$ cat src/rtl/fifo_banco_dispositivos_pkg.sv
// Shared definitions for the per-device FIFO bank.
// Holds the read-mode encoding and the occupancy-width helper.
package fifo_pkg;

    localparam int MODO_REG  = 0;
    localparam int MODO_FWFT = 1;

    // Occupancy must represent 0..depth inclusive.
    function automatic int calc_cnt_w(input int depth);
        return $clog2(depth + 1);
    endfunction

endpackage

$ cat src/rtl/fifo_banco_dispositivos_canal.sv
// Single FIFO channel with explicit occupancy counter,
// sticky error flags and registered or fall-through read data.
module fifo_canal
    import fifo_pkg::*;
#(
    parameter int width = 16,
    parameter int depth = 8,
    parameter int fwft  = MODO_REG,
    localparam int cnt_w = calc_cnt_w(depth),
    localparam int ptr_w = (depth > 1) ? $clog2(depth) : 1
) (
    input  logic             clk,
    input  logic             rst_n,
    input  logic [width-1:0] dato_i,
    input  logic             push_i,
    input  logic             pop_i,
    input  logic [cnt_w-1:0] umbral_i,
    input  logic             clr_flags_i,
    output logic [width-1:0] dato_o,
    output logic             pndng_o,
    output logic             full_o,
    output logic             almost_full_o,
    output logic [cnt_w-1:0] count_o,
    output logic             overflow_o,
    output logic             underflow_o
);

    logic [ptr_w-1:0] wr_ptr_q, wr_ptr_d;
    logic [ptr_w-1:0] rd_ptr_q, rd_ptr_d;
    logic [cnt_w-1:0] count_q, count_d;
    logic [width-1:0] dato_q, dato_d;
    logic             ovf_q, ovf_d;
    logic             unf_q, unf_d;
    logic [width-1:0] mem_q [depth];

    logic vacio;
    logic lleno;
    logic do_push;
    logic do_pop;

    // Pointers wrap at depth-1 so any depth works, not only powers of two.
    function automatic logic [ptr_w-1:0] sig_ptr(input logic [ptr_w-1:0] p);
        return (p == ptr_w'(depth - 1)) ? '0 : p + ptr_w'(1);
    endfunction

    assign vacio   = (count_q == '0);
    assign lleno   = (count_q == cnt_w'(depth));
    assign do_pop  = pop_i && !vacio;
    // A full FIFO still accepts a word when a pop frees a slot that cycle.
    assign do_push = push_i && (!lleno || pop_i);

    // Next-state for pointers, occupancy, read data and sticky flags.
    always_comb begin
        wr_ptr_d = wr_ptr_q;
        rd_ptr_d = rd_ptr_q;
        count_d  = count_q;
        dato_d   = dato_q;
        ovf_d    = ovf_q;
        unf_d    = unf_q;

        if (do_push) begin
            wr_ptr_d = sig_ptr(wr_ptr_q);
        end
        if (do_pop) begin
            rd_ptr_d = sig_ptr(rd_ptr_q);
            dato_d   = mem_q[rd_ptr_q];
        end

        case ({do_push, do_pop})
            2'b10:   count_d = count_q + cnt_w'(1);
            2'b01:   count_d = count_q - cnt_w'(1);
            default: count_d = count_q;
        endcase

        if (clr_flags_i) begin
            ovf_d = 1'b0;
            unf_d = 1'b0;
        end else begin
            if (push_i && lleno && !pop_i) begin
                ovf_d = 1'b1;
            end
            if (pop_i && vacio) begin
                unf_d = 1'b1;
            end
        end
    end

    // Control state, cleared asynchronously.
    always_ff @(posedge clk or negedge rst_n) begin
        if (!rst_n) begin
            wr_ptr_q <= '0;
            rd_ptr_q <= '0;
            count_q  <= '0;
            dato_q   <= '0;
            ovf_q    <= 1'b0;
            unf_q    <= 1'b0;
        end else begin
            wr_ptr_q <= wr_ptr_d;
            rd_ptr_q <= rd_ptr_d;
            count_q  <= count_d;
            dato_q   <= dato_d;
            ovf_q    <= ovf_d;
            unf_q    <= unf_d;
        end
    end

    // Storage array; contents survive reset but become unreachable.
    always_ff @(posedge clk) begin
        if (do_push) begin
            mem_q[wr_ptr_q] <= dato_i;
        end
    end

    // Fall-through shows the head word, else the last popped word.
    if (fwft == MODO_FWFT) begin : g_fwft
        assign dato_o = vacio ? dato_q : mem_q[rd_ptr_q];
    end else begin : g_reg
        assign dato_o = dato_q;
    end

    assign pndng_o       = !vacio;
    assign full_o        = lleno;
    assign almost_full_o = (count_q >= umbral_i);
    assign count_o       = count_q;
    assign overflow_o    = ovf_q;
    assign underflow_o   = unf_q;

endmodule

$ cat src/rtl/fifo_banco_dispositivos.sv
// Bank of independent per-device FIFO channels.
// Each channel owns its own slice of every packed bus.
module fifo_banco_dispositivos
    import fifo_pkg::*;
#(
    parameter int width   = 16,
    parameter int depth   = 8,
    parameter int devices = 4,
    parameter int fwft    = MODO_REG,
    localparam int cnt_w  = calc_cnt_w(depth)
) (
    input  logic                       clk,
    input  logic                       rst_n,
    input  logic [devices*width-1:0]   dato_i,
    input  logic [devices-1:0]         push_i,
    input  logic [devices-1:0]         pop_i,
    input  logic [devices*cnt_w-1:0]   umbral_i,
    input  logic [devices-1:0]         clr_flags_i,
    output logic [devices*width-1:0]   dato_o,
    output logic [devices-1:0]         pndng_o,
    output logic [devices-1:0]         full_o,
    output logic [devices-1:0]         almost_full_o,
    output logic [devices*cnt_w-1:0]   count_o,
    output logic [devices-1:0]         overflow_o,
    output logic [devices-1:0]         underflow_o
);

    for (genvar k = 0; k < devices; k++) begin : g_canal
        fifo_canal #(
            .width (width),
            .depth (depth),
            .fwft  (fwft)
        ) u_canal (
            .clk           (clk),
            .rst_n         (rst_n),
            .dato_i        (dato_i[k*width +: width]),
            .push_i        (push_i[k]),
            .pop_i         (pop_i[k]),
            .umbral_i      (umbral_i[k*cnt_w +: cnt_w]),
            .clr_flags_i   (clr_flags_i[k]),
            .dato_o        (dato_o[k*width +: width]),
            .pndng_o       (pndng_o[k]),
            .full_o        (full_o[k]),
            .almost_full_o (almost_full_o[k]),
            .count_o       (count_o[k*cnt_w +: cnt_w]),
            .overflow_o    (overflow_o[k]),
            .underflow_o   (underflow_o[k])
        );
    end

endmodule

$ cat config.mk
export PLATFORM = sky130hd
export DESIGN_NAME = fifo_banco_dispositivos
export DESIGN_NICKNAME = d
export VERILOG_FILES = /design/src/rtl/fifo_banco_dispositivos_pkg.sv /design/src/rtl/fifo_banco_dispositivos_canal.sv /design/src/rtl/fifo_banco_dispositivos.sv
export SDC_FILE = /design/constraint.sdc
export NUM_CORES = 1
export LEC_CHECK = 0
export BUFFER_PORTS_ARGS = -buffer_cell sky130_fd_sc_hd__buf_2
export CORE_AREA = 2 2 245 247
export CTS_CLUSTER_SIZE = 14
export DETAILED_ROUTE_END_ITERATION = 8
export DIE_AREA = 0 0 247 249
export GPL_TIMING_DRIVEN = 0
export SKIP_CTS_REPAIR_TIMING = 1
export SLEW_MARGIN = 20
export SYNTH_ARGS = -nofsm -noshare
export SYNTH_HDL_FRONTEND = slang
export SYNTH_HIERARCHICAL = 1
export SYNTH_SLANG_ARGS = --single-unit
$ cat constraint.sdc
create_clock -name clk -period 3.36 [get_ports clk]
set_clock_uncertainty 0.2 [all_clocks]
set_input_delay 1.008 -clock clk [delete_from_list [all_inputs] [get_ports clk]]
set_output_delay 1.008 -clock clk [all_outputs]
set_load 0.02 [all_outputs]
==> results of run 1 <==
-- synth_stat cells (all sizes together) --
master / instances / area (sq um)
nor3: 28 / 140
mux2: 143 / 1630
buf: 42 / 328
nor4b: 4 / 35.0
or4: 4 / 45.0
a21o: 20 / 150
a21oi: 8 / 40.0
a31oi: 4 / 25.0
edfxtp: 512 / 15400
a41oi: 4 / 35.0
o22ai: 64 / 400
nor2: 36 / 135
o21ai: 73 / 410
clkbuf: 23 / 90.1
a221o: 64 / 641
nand2: 81 / 312
xor2: 16 / 140
dfrtp: 112 / 2800
o41ai: 4 / 35.0
inv: 28 / 105
nand2b: 21 / 131
o211ai: 4 / 30.0
mux2i: 128 / 1280
and3b: 4 / 35.0
nor2b: 4 / 25.0
nor4: 4 / 25.0
xnor2: 4 / 35.0
or4b: 4 / 55.1
ha: 44 / 551
-- layout make-up --
| type | instances | area (sq um) |
|---|---|---|
| diodes | 1 | 2.50 |
| plain buffers | 65 | 425 |
| clock buffers | 89 | 1850 |
| clock inverters | 37 | 432 |
| fillers | 4831 | 28600 |
| inverters | 28 | 108 |
| multi-input cells | 770 | 6560 |
| flip-flops and latches | 624 | 18200 |
| well taps | 773 | 967 |
| repair buffers | 258 | 1570 |
-- through the flow --
stage | TNS, ns | util, % | setup WS, ns
floorplan | 0 | - | 0.0506
global placement | -451.53 | 46.0 | -1.94
detailed placement | -0.155 | 47.1 | -0.0599
CTS | -0.892 | 51.0 | -0.361
global route | -0.0547 | 51.3 | -0.0181
finish | 0 | 51.3 | 0.0286
-- cells by family (layout without fill, tap and decap cells) --
kind of cell	count (synthesis)	count (layout)	synth area share [%]
buffers and inverters	93	477	2.09
muxes	271	271	11.6
adders and majority gates	44	44	2.20
AOI/OAI and AO/OA	245	245	7.06
other	0	1	0
DFF	624	624	72.6
xor gates and xnor gates	20	20	0.700
and+or+nand+nor	190	190	3.75
-- per-layer routing --
| layer | share of wire, % | track usage (%) |
|---|---|---|
| met5 | 0.071 | 0 |
| met4 | 1.8 | 5.52 |
| met1 | 46 | 25.8 |
| met3 | 4.9 | 3.40 |
| met2 | 48 | 30.1 |
-- flip-flops by register name (all words and copies together), names as in the netlist --
register	flops
g_canal.u_canal/mem_q	512
g_canal.u_canal/count_o	16
g_canal.u_canal/overflow_o	4
g_canal.u_canal/wr_ptr_q	12
g_canal.u_canal/dato_o	64
g_canal.u_canal/rd_ptr_q	12
g_canal.u_canal/underflow_o	4
-- path summary, 6_finish.rpt --
path,to,start,slack (ns)
setup / recovery,almost_full_o[0],umbral_i[0],0.03
hold reg to reg,g_canal[1].u_canal/dato_o[10]$_DFFE_PN0P_,g_canal[1].u_canal/dato_o[10]$_DFFE_PN0P_,0.28
hold / removal,g_canal[1].u_canal/dato_o[6]$_DFFE_PN0P_,rst_n,0.15
min in group clk,g_canal[1].u_canal/dato_o[10]$_DFFE_PN0P_,g_canal[1].u_canal/dato_o[10]$_DFFE_PN0P_,0.28
setup reg to reg,g_canal[2].u_canal/count_o[2]$_DFFE_PN0P_,g_canal[2].u_canal/count_o[0]$_DFFE_PN0P_,0.18
max in group asynchronous,g_canal[2].u_canal/count_o[3]$_DFFE_PN0P_,rst_n,2.05
-- power by group through the flow --
stage	Combinational (W)	Clock [W]	Sequential, W
detailed placement	0.00880	0	0.0111
global route	0.00971	0.00813	0.0111
floorplan	0.00523	0	0.0114
finish	0.00895	0.00761	0.0109
CTS	0.00883	0.00779	0.0109
global placement	0.00840	0	0.0110
-- worst reg2reg max path, stage by stage (launching register included) --
cell and delay (ns):
dfrtp_2 0.45, buf_4 0.18, or4_4 0.56, nand2_2 0.22, buf_4 0.25, inv_1 0.08, ha_1 0.25, xor2_1 0.17
ha_1 0.19, a21oi_1 0.15, xor2_1 0.16, nor2_1 0.06, xor2_1 0.14
==> PnR_summary.wiki, run 1 <==
{| class="wikitable"
! Metric !! Value
|-
| Clock buffer depth || 3
|-
| Maximum net fanout on the critical path || 1
|-
| Wirelength per Cell || about 22 um
|-
| Setup repair after global routing missed its margin || true
|-
| Number of sinks handled by clock tree synthesis || 624
|-
| Worst Setup End Kind || primary output
|-
| Number of detailed-routing iterations run before antenna repair || 5
|-
| Total global routing overflow || 0
|-
| Width of the die || 247 um
|-
| Clock share of power || about 28%
|-
| Routed vias/inst || roughly 5.3
|-
| FF+latch count, synth || around 620
|-
| Post-synthesis area per instance || between 15 and 20 sq um
|-
| Seq/Total Area, Yosys || roughly 73%
|-
| Vias || around 14000
|-
| Count of routing violations after the opening detailed-route iteration || between 900 and 1000
|-
| # IOs || around 190
|-
| All-Layer GR Usage || between 10% and 20%
|-
| Critical Path Start Type || primary input
|-
| Post-route clock period utilization || 99.2%
|-
| Maximum number of pins on one net before global-route repair || a little under 60
|-
| Final hold slack || 0.152 ns
|-
| Cell row count || 89
|-
| Post-synthesis cell count || ~1500
|-
| Most used cell, CP || a21o_1
|-
| Commonest cells after routing, fill and taps aside || 512 x edfxtp_1, 209 x buf_2, 138 x mux2_2, 128 x mux2i_1, 106 x dfrtp_1
|-
| Synth Net Count || about 1600
|-
| Height of the die || about 250 um
|-
| Layout overhead on the synthesized area || 20.2%
|-
| Number of global-route vias before repair || 14300
|-
| Least-Margin Pin Slew || slightly above 0.8 ns
|-
| Fraction of final layout cells sized beyond drive strength 1 || between 30% and 40%
|-
| Number of distinct library cells after synthesis || 37
|-
| Total instance count after detailed placement || approximately 2500
|-
| Final routed DRC violation total || 0
|-
| LEAKAGE || approximately 11 nW
|-
| Die footprint || roughly 0.062 sq mm
|-
| Post-layout power || between 0.02 and 0.03 W
|-
| CTS tree || done
|-
| Comb power frac || between 30 and 40%
|-
| WL final || between 50 and 60 mm
|-
| Critical path's slowest cell || ha_4
|-
| Number of buffers and inverters on the critical path || 2
|-
| Max cap viols || 0
|-
| Post-route minimum period || between 3 and 4 ns
|-
| Count of placed standard cells in the final layout, fillers left out || around 2600
|-
| R2R depth || 12
|-
| Synthesized cell area || roughly 0.025 sq mm
|-
| Placer Congestion || about 0.76
|-
| Critical path depth || 7
|-
| Core area || 0.0587 sq mm
|-
| Ratio of total power to cell area || between 900 and 1000 mW/mm^2
|-
| Placed Instance Area || ~0.028 sq mm
|-
| Number of buffer cells added on primary ports || roughly 190
|-
| Post-DP HPWL || roughly 38 mm
|-
| # nets final || 1953
|-
| CTS Buf Count || 68
|-
| Post-CTS clock slew at the launch and capture registers of the worst setup and hold paths || 0.06 ns
|-
| Data arrival time of the worst path || between 2 and 2.5 ns
|-
| Count of pins over their slew limit || 0
|-
| Finished Cell Area || 0.0301 sq mm
|-
| Antenna violations before repair || 4
|-
| Worst path max stage delay || between 0.2 and 0.25 ns
|-
| Total number of yosys warnings || 6
|-
| Outcome || finished clean
|-
| Ordered cell list for the critical path || buf_2 > ha_4 > nand2b_4 > a21o_1 > a21o_1 > a21o_1 > buf_6
|-
| Required time of the critical path || 2.15 ns
|-
| Most common cell after layout, fill and taps aside || edfxtp_1
|-
| Tightest slew margin relative to the limit || between 40 and 50%
|-
| Maximum clock frequency || ~300 MHz
|-
| Total of endpoints with negative setup slack in the final report || 0
|-
| Largest delay contributor family on the critical path || compound AO/OA/AOI/OAI gates
|-
| Worst IR drop on VDD || roughly 0.61 mV
|-
| H-tree levels || 3
|-
| Later-pin clock latency in the skew report || approximately 0.6 ns
|-
| Global-route wire length before repair || slightly below 90 mm
|-
| Path category of the worst min-delay check || primary input to async pin
|-
| Fraction of power spent switching nets || 33.0%
|-
| Initial standard-cell utilization of the core || 42.7%
|-
| Internal Pwr Total || approximately 0.018 W
|-
| Switching power || between 0.009 and 0.01 W
|-
| CTS root buf || clkbuf_16
|-
| Power share of the sequential group || between 30 and 40%
|-
| Classification of the worst setup path || primary input to primary output
|-
| Detail Route Antenna Nets || 0
|-
| Final hold violation count || 0
|}
Power figures use the tool's default switching activity.
==> run 2: changes to the inputs <==
--- a/config.mk
+++ b/config.mk
@@ -6,14 +6,13 @@
 export NUM_CORES = 1
 export LEC_CHECK = 0
 export BUFFER_PORTS_ARGS = -buffer_cell sky130_fd_sc_hd__buf_2
-export CORE_AREA = 2 2 245 247
+export CORE_AREA = 2 2 246 248
 export CTS_CLUSTER_SIZE = 14
 export DETAILED_ROUTE_END_ITERATION = 8
-export DIE_AREA = 0 0 247 249
+export DIE_AREA = 0 0 248 250
 export GPL_TIMING_DRIVEN = 0
 export SKIP_CTS_REPAIR_TIMING = 1
 export SLEW_MARGIN = 20
 export SYNTH_ARGS = -nofsm -noshare
 export SYNTH_HDL_FRONTEND = slang
-export SYNTH_HIERARCHICAL = 1
 export SYNTH_SLANG_ARGS = --single-unit
==> run 2 against run 1 <==
Against the previous run:
- highest routed layer unchanged
- critical path depth up 1
- first-iteration DRC count up 5.1%
- cell count up 1.1%
- the flow now finishes with violations (negative setup slack)
- worst setup slack worse by 0.034 ns
- critical endpoint is now almost_full_o[1]
- sequential share of layout area down 0.55 points
- routed wire length down 0.64%
- critical path type unchanged
- non-clock buffer count up 22
- via count up 0.22%
==> PnR_summary.wiki, run 2 <==
{| class="wikitable"
! Metric !! Value
|-
| Cell accounting for the most synthesized area || edfxtp_1
|-
| Critical Path Start Type || primary input
|-
| Total global routing overflow || 0
|-
| Placer Congestion || roughly 0.76
|-
| Cell row count || 90
|-
| Count of pins over their slew limit || 0
|-
| Worst slack after detailed placement || -0.157 ns
|-
| Worst Setup End Kind || primary output
|-
| Number of detailed-routing iterations run before antenna repair || 5
|-
| Post-route minimum period || 3.37 ns
|-
| Layout Utilization || between 50% and 60%
|-
| Post-route clock period utilization || 100%
|-
| CTS Buf Count || 67
|-
| Post-DP HPWL || 37.5 mm
|-
| H-tree levels || 3
|-
| Reg-to-reg setup timing slack || roughly 0.15 ns
|-
| All-Layer GR Usage || 18.5%
|-
| Synthesized-area fraction occupied by ao, oa, aoi and oai cells || under 10%
|-
| Leading post-synthesis cells by instance count || 512 x edfxtp_1, 138 x mux2_2, 128 x mux2i_1, 112 x dfrtp_1, 81 x nand2_1
|-
| FF+latch count, synth || 624
|-
| Reg-to-reg endpoint || g_canal[2].u_canal.count_o[2]$_DFFE_PN0P_
|-
| Number of buffer cells added on primary ports || just under 200
|-
| Die footprint || 0.0620 sq mm
|-
| Data arrival time of the worst path || between 2 and 2.5 ns
|-
| WL final || 57.2 mm
|-
| Maximum net fanout on the critical path || 1
|-
| CTS root buf || clkbuf_16
|-
| Post-synthesis area per instance || 16.7 sq um
|-
| Number of sinks handled by clock tree synthesis || roughly 620
|-
| Wirelength per Cell || 21.4 um
|-
| Core area || a little under 0.06 sq mm
|-
| CTS tree || done
|-
| Post-synthesis cell count || around 1500
|-
| Width of the die || 248 um
|-
| R2R depth || 14
|-
| Worst IR drop on VDD || 0.507 mV
|-
| Outcome || finished, violations left
|-
| Final routed DRC violation total || 0
|-
| Start point of the critical path || umbral_i[4]
|-
| Classification of the worst setup path || primary input to primary output
|-
| Final worst setup slack || -0.00578 ns
|-
| Main area contributors after synthesis || edfxtp_1 61%, dfrtp_1 11%, mux2_2 6.2%
|-
| Violated checks || negative setup slack
|-
| Ratio of total power to cell area || 913 mW/mm^2
|-
| Post-Synth Simple-Gate Area || under 10%
|-
| XOR/XNOR Fraction of Synth Area || 0.695%
|-
| Number of flip-flops in the largest register || 512
|-
| Antenna violations before repair || 5
|-
| End point of the critical path || almost_full_o[1]
|-
| Max cap viols || 0
|-
| Number of global-route vias before repair || 14400
|-
| Most used cell, CP || a21o_1
|-
| Worst r2r src || g_canal[2].u_canal.count_o[0]$_DFFE_PN0P_
|-
| # IOs || just under 200
|-
| Total number of yosys warnings || 0
|-
| Multiplexer area fraction after synthesis || 11.6%
|-
| Number of flops mapped to enable cells by yosys || just over 500
|-
| Required time of the critical path || 2.15 ns
|-
| Fraction of final layout cells sized beyond drive strength 1 || 33.9%
|-
| Register with the most flip-flops || g_canal.u_canal.mem_q
|-
| Tightest slew margin relative to the limit || a little under two fifths
|-
| Worst path max stage delay || around 0.22 ns
|-
| Dominant combinational cell family by area after synthesis || multiplexers
|-
| Critical path's slowest cell || ha_4
|-
| Clock buffer depth || 3
|-
| Synthesized cell area || approximately 0.025 sq mm
|-
| Most used flip-flop cell after synthesis || edfxtp_1
|-
| Most common cell after layout, fill and taps aside || edfxtp_1
|-
| Global-route wire length before repair || between 80 and 90 mm
|-
| Maximum number of pins on one net before global-route repair || 73
|-
| Maximum clock frequency || about 300 MHz
|-
| # nets final || just under 2000
|-
| Layout overhead on the synthesized area || 20.6%
|-
| Path category of the worst min-delay check || primary input to async pin
|-
| Post-CTS clock slew at the launch and capture registers of the worst setup and hold paths || 0.06 ns
|-
| Most instantiated library cell after synthesis || edfxtp_1
|-
| Vias || between 10000 and 15000
|-
| Least-Margin Pin Slew || between 0.9 and 1 ns
|-
| Post-layout power || 0.0277 W
|-
| Total of endpoints with negative setup slack in the final report || 1
|-
| Height of the die || approximately 250 um
|-
| Post-synthesis share of cell area spent on full adders, half adders and majority gates || 2.19%
|-
| Commonest cells after routing, fill and taps aside || 512 x edfxtp_1, 203 x buf_2, 138 x mux2_2, 128 x mux2i_1, 104 x dfrtp_1
|-
| Ordered cell list for the critical path || buf_2 > ha_4 > nand2b_4 > a21o_1 > a21o_1 > a21o_1 > buf_6 > buf_6
|-
| Share of synthesized flip-flops with an asynchronous set or reset || between 10% and 20%
|-
| Setup repair after global routing missed its margin || true
|-
| Portion of synthesized cell area occupied by the leading cell type || 61.0%
|-
| LEAKAGE || 11.5 nW
|-
| Routed vias/inst || between 5 and 6
|-
| Detail Route Antenna Nets || 0
|-
| Synth Net Count || about 1600
|-
| Count of routing violations after the opening detailed-route iteration || 953
|-
| Seq/Total Area, Yosys || just over 70%
|-
| Later-pin clock latency in the skew report || ~0.6 ns
|-
| Initial standard-cell utilization of the core || between 40% and 50%
|-
| Number of distinct library cells after synthesis || 40
|-
| Final hold violation count || 0
|}
==> run 2: report_power, final <==
group	internal, W	switching, W
clock network	0.00476	0.00296
logic	0.00395	0.00521
registers	0.00999	0.000861
total	0.0187	0.00903
==> run 2: worst min-delay path by stage <==
| stage | start | to | slack (ns) | cells past startpoint |
|---|---|---|---|---|
| final | rst_n | g_canal[2].u_canal.dato_o[6]$_DFFE_PN0P_ | 0.12 | 1 |
| after detailed placement | g_canal[1].u_canal.dato_o[0]$_DFFE_PN0P_ | g_canal[1].u_canal.dato_o[0]$_DFFE_PN0P_ | 0.27 | 2 |
| after global placement | g_canal[0].u_canal.dato_o[13]$_DFFE_PN0P_ | g_canal[0].u_canal.dato_o[13]$_DFFE_PN0P_ | 0.27 | 2 |
| after floorplan | g_canal[0].u_canal.overflow_o$_DFFE_PN0P_ | g_canal[0].u_canal.overflow_o$_DFFE_PN0P_ | 0.26 | 2 |
| after global routing | rst_n | g_canal[2].u_canal.dato_o[6]$_DFFE_PN0P_ | 0.12 | 1 |
| after CTS | rst_n | g_canal[2].u_canal.dato_o[6]$_DFFE_PN0P_ | 0.10 | 1 |
==> run 2: critical path, delay by kind of cell <==
family | cells | cell delay [ns]
AO/OA/AOI/OAI | 3 | 0.46
adder cells (fa/ha/maj) | 1 | 0.22
buffers and inverters | 3 | 0.34
AND/OR/NAND/NOR | 1 | 0.12
==> run 2: stage by stage <==
step | hold slack [ns] | cells | instance area, sq um | TNS (ns)
floorplan | 0.264 | 1510 | 25200 | 0
global placement | 0.268 | 2485 | 27100 | -438.20
detailed placement | 0.269 | 2539 | 27800 | -0.618
CTS | 0.102 | 2661 | 30100 | -1.01
global route | 0.117 | 2674 | 30400 | -0.0594
finish | 0.117 | 2674 | 30400 | -0.00578
==> run 2: area by class of cell <==
cell class | count | area [sq um]
Fill cell | 4950 | 29200
Sequential cell | 624 | 18200
Multi-Input combinational cell | 772 | 6570
Clock buffer | 90 | 1910
Timing Repair Buffer | 262 | 1640
Tap cell | 782 | 978
Buffer | 83 | 573
Clock inverter | 32 | 422
Inverter | 28 | 105
Antenna cell | 1 | 2.50
==> run 2: logic make-up after synthesis <==
family | after synthesis
fa+ha+maj | 44
mux | 271
compound gates | 246
flops | 624
xor+xnor | 20
buf+inv | 114
simple gates | 191
==> run 2: layer usage <==
metal  wire length (um)  up-vias  global-route usage [%]
li1                   -     6540                       -
met1              24900     7174                    25.3
met2              28000      348                    30.0
met3               3400       68                    3.69
met4                892        6                    5.46
met5                 38        -                       0
==> run 3: changes to the inputs <==
==> constraint.sdc (replaced) <==
create_clock -name clk -period 4 [get_ports clk]
set_clock_uncertainty 0.2 [all_clocks]
set_input_delay 1.2 -clock clk [delete_from_list [all_inputs] [get_ports clk]]
set_output_delay 1.2 -clock clk [all_outputs]
set_load 0.02 [all_outputs]
==> run 3 against run 2 <==
Against the previous run:
- the flow now finishes without violations
- non-clock buffer count is 12 lower
- first-iteration DRC count is 2.1% higher
- utilization is 0.43 points lower
- hold slack better by 0.16 ns
- clock power is 16% lower
- worst setup slack better by 0.10 ns
- die area stayed put
- sequential share of layout area is 0.48 points higher
- power is 17% lower
- global-route usage stayed put
- critical endpoint unchanged
- sequential cell count stayed put
==> PnR_summary.wiki, run 3 (synthesized netlist as in run 2, its figures left out) <==
{| class="wikitable"
! Metric !! Value
|-
| Number of sinks handled by clock tree synthesis || 624
|-
| Most common cell after layout, fill and taps aside || edfxtp_1
|-
| Number of global-route vias before repair || ~14000
|-
| Layout overhead on the synthesized area || 19.6%
|-
| Data arrival time of the worst path || 2.50 ns
|-
| Classification of the worst setup path || primary input to primary output
|-
| Number of flip-flops in the largest register || 512
|-
| Final worst setup slack || 0.0989 ns
|-
| Height of the die || 250 um
|-
| LEAKAGE || around 11 nW
|-
| Initial standard-cell utilization of the core || ~42%
|-
| Outcome || finished clean
|-
| CTS root buf || clkbuf_16
|-
| Final hold slack || 0.276 ns
|-
| Count of pins over their slew limit || 0
|-
| Total instance count after detailed placement || 2539
|-
| Final routed DRC violation total || 0
|-
| Total of endpoints with negative setup slack in the final report || 0
|-
| Antenna violations before repair || 5
|-
| Post-DP HPWL || approximately 37 mm
|-
| H-tree levels || 3
|-
| Routed vias/inst || approximately 5.3
|-
| Internal Pwr Total || ~0.016 W
|-
| Setup repair after global routing missed its margin || false
|-
| Commonest cells after routing, fill and taps aside || 512 x edfxtp_1, 214 x buf_2, 138 x mux2_2, 128 x mux2i_1, 112 x dfrtp_1
|-
| Ordered cell list for the critical path || buf_2 > ha_1 > nand2b_1 > a21o_1 > a21o_1 > a21o_1 > buf_4 > buf_2
|-
| # nets final || around 2000
|-
| Vias || ~14000
|-
| CTS Buf Count || 67
|-
| Fraction of power spent switching nets || 32.6%
|-
| Register with the most flip-flops || g_canal.u_canal.mem_q
|-
| Worst slack after detailed placement || ~0.1 ns
|-
| Maximum net fanout on the critical path || 1
|-
| Fraction of final layout cells sized beyond drive strength 1 || 32.4%
|-
| Width of the die || roughly 250 um
|-
| Number of buffers and inverters on the critical path || 3
|-
| Path category of the worst min-delay check || register to register
|-
| Comb power frac || 32.3%
|-
| Critical Path Start Type || primary input
|-
| # IOs || around 190
|-
| Count of placed standard cells in the final layout, fillers left out || 2662
|-
| Count of routing violations after the opening detailed-route iteration || approximately 970
|-
| Ratio of total power to cell area || ~770 mW/mm^2
|-
| Die footprint || around 0.062 sq mm
|-
| Post-route clock period utilization || 97.5%
|-
| Clock buffer depth || 3
|-
| Number of detailed-routing iterations run before antenna repair || 5
|-
| Maximum clock frequency || 256 MHz
|-
| CTS tree || done
|-
| Reg-to-reg endpoint || g_canal[0].u_canal.count_o[2]$_DFFE_PN0P_
|-
| Worst r2r src || g_canal[0].u_canal.count_o[1]$_DFFE_PN0P_
|-
| Later-pin clock latency in the skew report || just under 0.6 ns
|-
| Required time of the critical path || ~2.6 ns
|-
| Post-route minimum period || 3.90 ns
|-
| Worst Setup End Kind || primary output
|-
| Detail Route Antenna Nets || 0
|-
| R2R depth || 11
|-
| Worst IR drop on VDD || ~0.43 mV
|-
| Cell row count || 90
|-
| Switching power || between 0.007 and 0.008 W
|-
| Number of buffer cells added on primary ports || between 150 and 200
|-
| Launch instance of the worst min-delay path || g_canal[3].u_canal.dato_o[14]$_DFFE_PN0P_
|-
| Clock share of power || around 28%
|-
| Maximum number of pins on one net before global-route repair || 73
|-
| Power share of the sequential group || between 30% and 40%
|-
| WL final || around 57 mm
|-
| All-Layer GR Usage || a little under a fifth
|-
| Post-CTS clock slew at the launch and capture registers of the worst setup and hold paths || 0.05 ns
|-
| Placer Congestion || 0.761
|-
| Most used cell, CP || a21o_1
|-
| Reg-to-reg setup timing slack || 0.69 ns
|-
| Max cap viols || 0
|-
| Final hold violation count || 0
|-
| Wirelength per Cell || 21.4 um
|-
| Depth of the worst hold-timing path || 2
|-
| Least-Margin Pin Slew || 0.909 ns
|-
| Total global routing overflow || 0
|-
| Largest delay contributor family on the critical path || compound AO/OA/AOI/OAI gates
|-
| Core area || slightly below 0.06 sq mm
|-
| Critical path's slowest cell || ha_1
|-
| Worst path max stage delay || about 0.27 ns
|-
| Endpoint with the worst hold slack || g_canal[3].u_canal.dato_o[14]$_DFFE_PN0P_
|-
| Layout Utilization || ~51%
|-
| Global-route wire length before repair || ~86 mm
|-
| Tightest slew margin relative to the limit || about two fifths
|}
[run 3: layout make-up]
type                       count  area, sq um
multi-input combinational    772         6480
fill                        4962        29400
timing repair buffer         247         1470
clock buffer                  90         1910
sequential                   624        18200
tap                          782          978
clock inverter                32          422
antenna                        1         2.50
inverter                      28          105
buffer                        86          579
[run 3: power by group through the flow]
stage               clock network [W]  logic (W)  registers (W)
floorplan                           0    0.00452        0.00959
global placement                    0    0.00717        0.00922
detailed placement                  0    0.00753        0.00926
CTS                           0.00662    0.00756        0.00914
global route                  0.00688    0.00810        0.00928
finish                        0.00648    0.00745        0.00913
[run 3: through the flow]
step / setup TNS (ns) / power (W) / instance area, sq um
floorplan: 0 / 0.0141 / 25200
global placement: -238.41 / 0.0164 / 27100
detailed placement: 0 / 0.0168 / 27800
CTS: 0 / 0.0233 / 30100
global route: 0 / 0.0243 / 30100
finish: 0 / 0.0231 / 30100
[run 3: worst max path at each step]
stage                  from                                       end  depth (start not counted)  slack [ns]
2_1_floorplan   umbral_i[4]                          almost_full_o[1]                          6        0.38
3_3_place_gp       pop_i[3]  g_canal[3].u_canal.mem_q[0][7]$_DFFE_PP_                          3       -1.54
3_5_place_dp   umbral_i[12]                          almost_full_o[3]                          8         0.1
4_1_cts        umbral_i[12]                          almost_full_o[3]                          8         0.1
5_1_grt        umbral_i[12]                          almost_full_o[3]                          8        0.05
6_report        umbral_i[4]                          almost_full_o[1]                          8         0.1
[run 3: worst min-delay path, stage by stage, from the launching register on]
cell     delay, ns
dfrtp_1       0.33
nand2_1       0.05
o21ai_1       0.06
[run 3: per-layer routing]
metal,part of all wire (%),track usage [%],vias to the layer above
met2,49,30.0,359
li1,-,-,6511
met1,44,25.3,7124
met4,1.6,5.46,6
met3,5.9,3.69,68
met5,0.067,0,-
